**src/rtl/fetch_unit.sv**
```systemverilog
// Instruction-fetch engine: multi-cycle byte reads into an instruction register,
// valid/ready hand-off to control, PC ownership, jump flush.
module fetch_unit #(
  parameter int ADDR_W = 16,
  parameter int DATA_W = 8,
  parameter int WAIT = 1,
  parameter logic [ADDR_W-1:0] RESET_PC = '0,
  parameter int MAX_LEN = 4
) (
  input  logic                clk,
  input  logic                rst,
  output logic                mem_ce,
  output logic                mem_r,
  output logic                mem_oe,
  output logic [ADDR_W-1:0]   addr_bus,
  input  logic [DATA_W-1:0]   data_bus,
  input  logic                jmp_en,
  input  logic [ADDR_W-1:0]   jmp_addr,
  output logic [4*DATA_W-1:0] ir,
  output logic [2:0]          ir_len,
  output logic [ADDR_W-1:0]   ir_pc,
  output logic                ir_valid,
  input  logic                ir_ready,
  output logic [ADDR_W-1:0]   pc
);

  localparam int IW = $clog2(MAX_LEN);
  localparam int WW = (WAIT > 1) ? $clog2(WAIT) : 1;

  typedef enum logic [1:0] {
    IDLE,
    RD,
    HOLD
  } state_t;

  state_t        state;
  logic [WW-1:0] wcnt;
  logic [IW-1:0] bidx;
  logic [IW-1:0] lm1;
  logic [IW-1:0] op;
  logic          wdone;
  logic          last;

  assign op    = data_bus[DATA_W-1 -: IW];
  assign wdone = (wcnt == WW'(WAIT - 1));
  // Byte 0 decides the length from the opcode on the bus itself
  assign last  = (bidx == ((bidx == '0) ? op : lm1));

  assign mem_ce   = (state == RD);
  assign mem_r    = (state == RD);
  assign mem_oe   = (state == RD);
  assign addr_bus = pc;

  always_ff @(posedge clk or posedge rst) begin
    if (rst) begin
      state    <= IDLE;
      wcnt     <= '0;
      bidx     <= '0;
      lm1      <= '0;
      pc       <= RESET_PC;
      ir       <= '0;
      ir_len   <= '0;
      ir_pc    <= '0;
      ir_valid <= 1'b0;
    end else if (jmp_en) begin
      state    <= RD;
      wcnt     <= '0;
      bidx     <= '0;
      pc       <= jmp_addr;
      ir_valid <= 1'b0;
    end else begin
      unique case (state)
        IDLE: state <= RD;
        RD: begin
          if (!wdone) begin
            wcnt <= wcnt + 1'b1;
          end else begin
            wcnt <= '0;
            pc   <= pc + 1'b1;
            if (bidx == '0) begin
              ir     <= {{(3*DATA_W){1'b0}}, data_bus};
              ir_len <= {1'b0, op} + 3'd1;
              lm1    <= op;
              ir_pc  <= pc;
            end else begin
              for (int k = 1; k < 4; k++)
                if (k == int'(bidx))
                  ir[DATA_W*k +: DATA_W] <= data_bus;
            end
            if (last) begin
              bidx     <= '0;
              ir_valid <= 1'b1;
              state    <= HOLD;
            end else begin
              bidx <= bidx + 1'b1;
            end
          end
        end
        HOLD: begin
          if (ir_valid && ir_ready) begin
            ir_valid <= 1'b0;
            state    <= RD;
          end
        end
        default: state <= IDLE;
      endcase
    end
  end

endmodule

```
**config.mk**
```make
export PLATFORM = sky130hd
export DESIGN_NAME = fetch_unit
export DESIGN_NICKNAME = d
export VERILOG_FILES = /design/src/rtl/fetch_unit.sv
export SDC_FILE = /design/constraint.sdc
export NUM_CORES = 1
export LEC_CHECK = 0
export CAP_MARGIN = 20
export CORE_ASPECT_RATIO = 2
export CORE_MARGIN = 2
export CORE_UTILIZATION = 30
export CTS_BUF_LIST = sky130_fd_sc_hd__clkbuf_4 sky130_fd_sc_hd__clkbuf_8
export DETAILED_ROUTE_END_ITERATION = 7
export GPL_TIMING_DRIVEN = 0
export SLEW_MARGIN = 20
export SYNTH_ARGS = -nofsm -noshare
export SYNTH_HDL_FRONTEND = slang
export SYNTH_SLANG_ARGS = --single-unit
```
**constraint.sdc**
```tcl
create_clock -name clk -period 3.65 [get_ports clk]
set_clock_uncertainty 0.2 [all_clocks]
set_input_delay 0.9125 -clock clk [delete_from_list [all_inputs] [get_ports clk]]
set_output_delay 0.9125 -clock clk [all_outputs]
set_load 0.01 [all_outputs]
```
# ---- Word level (Yosys, flattened, before mapping)
# Cells that the tools add are included.
dict set report op_classes {
  add_sub_neg 4
  eq_ne 10
  mux 25
  n_bitwise 2
  n_reduce_logical 16
}
# operator n
set op_table {}
lappend op_table {{two-way mux 16 bit} 3}
lappend op_table {{two-way mux 24 bit} 1}
lappend op_table {{two-way mux 8 bit} 3}
lappend op_table {{AND reduction 4 bit} 5}
lappend op_table {{two-way mux 2 bit} 9}
lappend op_table {{adder 16 x 1 -> 16 bit, second input constant} 1}
lappend op_table {{nonzero test 2 bit} 4}
lappend op_table {{two-way mux 1 bit} 7}
lappend op_table {{!= test 3 bit, second input constant} 2}
lappend op_table {{case mux 2 bit (3 select lines)} 1}
lappend op_table {{AND reduction 3 bit} 2}
lappend op_table {{== test 2 bit, first input constant} 2}
lappend op_table {{logical NOT 2 bit} 2}
lappend op_table {{adder 2 x 1 -> 3 bit, second input constant} 1}
lappend op_table {{!= test 3 x 1 -> 1 bit, second input constant} 1}
lappend op_table {{nonzero test 3 bit} 1}
lappend op_table {{adder 2 x 1 -> 2 bit, second input constant} 1}
lappend op_table {{== test 1 x 2 -> 1 bit, first input constant} 1}
lappend op_table {{== test 2 x 1 -> 1 bit, second input constant} 1}
lappend op_table {{== test 2 bit} 1}
lappend op_table {{== test 2 bit, second input constant} 1}
lappend op_table {{!= test 2 bit, second input constant} 1}
lappend op_table {{inverter 1 bit} 2}
lappend op_table {{case mux 1 bit (2 select lines)} 1}
lappend op_table {{other kinds (3)} 3}
dict set report totals {
  ff_bits 75
  output_inout_bits 87
}

# ---- Logic depth before layout (Yosys ltp)
dict set report logic_depth {
  ltp_word 7
  mapped_depth 7
  mapped_depth_nobuf 6
}

# ---- Worst setup path after synthesis
# OpenSTA, ideal clock, no wires.
dict set report synth_timing {
  kind {input-to-reg}
  startpoint {input jmp_en}
  endpoint {register ir[12]}
  setup_time_ns 0.122
  arrival_ns 1.783
  t_required_ns 3.328
  slack_ns 1.546
  cell_stages 5
  cell_sequence {clkbuf_1 > nor3b_2 > buf_6 > o21ai_1 > a32o_1}
}
dict set report synth_between {
  elab_chain_len 2
}
# item line_no
set synth_lines {}
lappend synth_lines {{from (decl)} 17} ;# input logic jmp_en,
lappend synth_lines {{inverter 1 bit (no source line)} -}
lappend synth_lines {{AND reduction 4 bit (no source line)} -}
lappend synth_lines {{to (signal assigned)} 81} ;# ir <= {{(3*DATA_W){1'b0}}, data_bus};
lappend synth_lines {{to (signal, indexed assignment)} 88} ;# ir[DATA_W*k +: DATA_W] <= data_bus;
lappend synth_lines {{to (decl)} 19} ;# output logic [4*DATA_W-1:0] ir,
# No other way between the ends.
# A chain may end at the register's enable or synchronous reset.

# ---- Final worst setup path
dict set report layout_timing {
  startpoint {register state[0]}
  endpoint {output mem_oe}
}
dict set report layout_between {
  elab_chain_len 1
}
# item line_no
set layout_lines {}
lappend layout_lines {{from (decl)} 36} ;# state_t state;
lappend layout_lines {{from (signal assigned)} 56} ;# state <= IDLE;
lappend layout_lines {{from (signal assigned)} 66} ;# state <= RD;
lappend layout_lines {{from (signal assigned)} 73} ;# IDLE: state <= RD;
lappend layout_lines {{== test 2 x 1 -> 1 bit} 51} ;# assign mem_oe = (state == RD);
lappend layout_lines {{to (decl)} 14} ;# output logic mem_oe,
# No other way between the ends.

==> metrics.md <==
| Metric | Value |
|---|---|
| Port Buffers | `113` |
| Critical path data required time | `2.54 ns` |
| Setup Fix Bufs, Post-CTS | `0` |
| DRT Wirelength | `9391 µm` |
| GRT Resource Usage Total | `0.1582` |
| Mapped Nets | `387` |
| Clk Latency, worst-skew pair | `0.35 ns` |
| Vias in the first global route | `3032` |
| Effective utilization at floorplan | `0.3045` |
| Crit path kind | `flip-flop to output port` |
| Vias per cell | `4.672` |
| Gates resized, CTS repair | `0` |
| Worst-path maximum fanout | `9` |
| Worst slack at placement | `1.092 ns` |
| Layout cell share with drive strength beyond 1 | `0.1384` |
| Number of synthesized flops with an enable pin | `0` |
| CP Buf/Inv Count | `3` |
| Cts hold-fix bufs | `0` |
| Global-route wire length before repair | `15480 µm` |
| Cell Chain, Critical Path | `nor2b_1 -> buf_4 -> buf_4 -> clkdlybuf4s50_1` |
| Via Count | `2939` |
| Total congestion overflow | `0` |
| CP delay by family, top | `buffers and inverters` |
| CTS Buf Count | `9` |
| Final GP Congestion | `0.7736` |
| Headroom to the max-slew limit | `0.6082` |
| Final Util | `0.4403` |
| Worst Max-Slew Pin Slew | `0.5838 ns` |
| Syn_area_per_cell | `9.946 µm²` |
| Reg2Reg Depth | `7` |
| Crit-path slowest cell | `clkdlybuf4s50_1` |
| Setup WS post-layout | `0.7340 ns` |
| Seq/Total Area, Yosys | `0.5259` |
| Residual DRC | `0` |
| Seq cells post-synth | `74` |
| CTS Root Buffer Type | `clkbuf_8` |
| Tightest Hold Check Type | `flip-flop to flip-flop` |
| Die footprint | `12670 µm²` |
| CP peak stage delay | `0.52 ns` |
| Ant. Diodes | `0` |
| Post-DP Area | `4863 µm²` |
| DR pass1 iterations | `4` |
| Synth Instances | `354` |
| FP Rows | `56` |
| Max H-tree Level | `3` |
| Die H | `157.2 µm` |
| Fin. Hold Viols | `0` |
| Setup violators final | `0` |
| Power per cell area | `726.9 nW/µm²` |
| Initial antenna violation count | `0` |
| Fraction of registers with async set/reset | `1.000` |
| Design area | `5090 µm²` |
| Post-synth top flop | `dfrtp_1` |
| YS warnings | `0` |
| Max-slew violation count | `0` |
| RSZ-0062 raised after global routing | `no` |
| Pleak | `2.277 nW` |
| Setup TNS | `0 ns` |
| Cell Count, Final, Fillers Out | `629` |
| Worst Setup End Kind | `output port` |
| DP Wirelength | `6814 µm` |
| CTS tree | `done` |
| Clk buf depth | `2` |
| Startpoint types | `flip-flop` |
| Pin count of the biggest net entering global routing | `45` |
| Die width | `80.61 µm` |
| Commonest non-fill, non-tap cells in the layout | `clkdlybuf4s50_1, nand2_1, dfrtp_1, o21ai_0, buf_4` |
| Nets | `512` |
| Sink Count | `74` |
| FMAX | `342.9 MHz` |
| Post-layout min period | `2.916 ns` |
| Core area | `11560 µm²` |
| Outcome | `complete, no violations` |
| CP most frequent cell | `buf_4` |
| Reg clk slew, reported paths | `0.08 ns` |
| 1st-iter DRT viols | `93` |
| Critical path arrival | `1.80 ns` |
| Area Overhead vs Synth | `44.56%` |
| Commonest non-fill, non-tap cell in the layout | `clkdlybuf4s50_1` |
| Peak supply drop | `0.3588 mV` |
| Total of max-cap violations | `0` |
| I/O Pins | `115` |
| Tcrit/Tclk final | `0.7989` |
| Post-Syn Area | `3521 µm²` |
| Worst Hold Path Cells | `2` |
| Placed cells | `613` |
| Wire length per cell | `14.93 µm` |
| Antenna-violating nets left | `0` |
| Worst path depth | `4` |
| Synth unique cells | `46` |
final timing paths:
check	from	end	slack, ns
worst max-delay path	state[0]$_DFFE_PP0P_	mem_oe	0.73
worst max register to register	bidx[0]$_DFFE_PP0P_	bidx[0]$_DFFE_PP0P_	1.60
worst min register to register	ir_pc[3]$_DFFE_PP0P_	ir_pc[3]$_DFFE_PP0P_	0.27
worst min-delay path	ir_pc[3]$_DFFE_PP0P_	ir_pc[3]$_DFFE_PP0P_	0.27
max in group asynchronous	rst	ir[24]$_DFFE_PP0P_	1.97
min in group asynchronous	rst	addr_bus[1]$_DFFE_PP0P_	0.73
logic make-up after synthesis:
group,synth area share
AO/OA/AOI/OAI,0.1077
adder cells (fa/ha/maj),0.01777
AND/OR/NAND/NOR,0.2168
flip-flops,0.5259
multiplexers,0.02132
XOR/XNOR,0.03234
buffers and inverters,0.07818
flip-flops by register name (all words and copies together) (netlist names):
| register | flops |
|---|---|
| ir_len | 3 |
| ir | 32 |
| addr_bus | 16 |
| ir_valid | 1 |
| bidx | 2 |
| state | 2 |
| lm1 | 2 |
| ir_pc | 16 |
cell usage after synthesis (all sizes together), types with 2 or more instances:
master  instances  share of area
a21oi           7          0.011
a22o            8          0.020
a311o           2         0.0057
a31oi           3         0.0053
a32o            3         0.0085
and2            2         0.0043
buf            28          0.061
clkbuf          5         0.0053
dfrtp          74           0.53
ha              5          0.018
inv            11          0.012
mux2            4          0.013
mux2i           3         0.0085
nand2         103           0.11
nand2b          6          0.013
nand3           6          0.014
nand3b          2         0.0043
nand4           5         0.0089
nor2            6         0.0071
nor2b          10          0.018
nor3            4          0.010
nor4            3          0.011
o21ai          33          0.047
xnor2          10          0.025
xor2            3         0.0075
tightest hold or removal path, stage by stage, from the launching register on:
cell,delay (ns)
dfrtp_1,0.35
nand2_1,0.05
nand2_1,0.05
routing by layer:
metal  global-route usage  vias up  wire length, µm  share of wire
li1                     -     1417                -              -
met5                    0        -                0              0
met2               0.2377      106             4265           0.45
met3              0.05619       11              830          0.088
met4              0.05569        0              141          0.015
met1               0.2098     1405             4154           0.44
where the power goes:
| group | leakage [nW] | switching, mW | total (mW) | internal (mW) |
|---|---|---|---|---|
| clock network | 0.118 | 0.309 | 0.729 | 0.421 |
| registers | 0.948 | 0.202 | 1.29 | 1.08 |
| logic | 1.21 | 0.790 | 1.68 | 0.894 |
| total | 2.28 | 1.30 | 3.70 | 2.40 |
metrics by stage:
step / hold WS (ns) / power (mW)
after CTS: 0.2818 / 3.759
final: 0.2749 / 3.700
after floorplan: 0.2452 / 2.168
after global placement: 0.2587 / 2.983
after detailed placement: 0.2611 / 3.014
after global routing: 0.2912 / 3.966
area by class of cell:
| cell class | instances | area, µm² |
|---|---|---|
| plain buffers | 33 | 234.0 |
| clock buffers | 12 | 152.6 |
| clock inverters | 4 | 73.82 |
| fillers | 1154 | 6471 |
| inverters | 11 | 43.79 |
| multi-input cells | 236 | 1394 |
| flip-flops and latches | 74 | 1852 |
| well taps | 145 | 181.4 |
| repair buffers | 114 | 1159 |
Power figures use the tool's default switching activity.
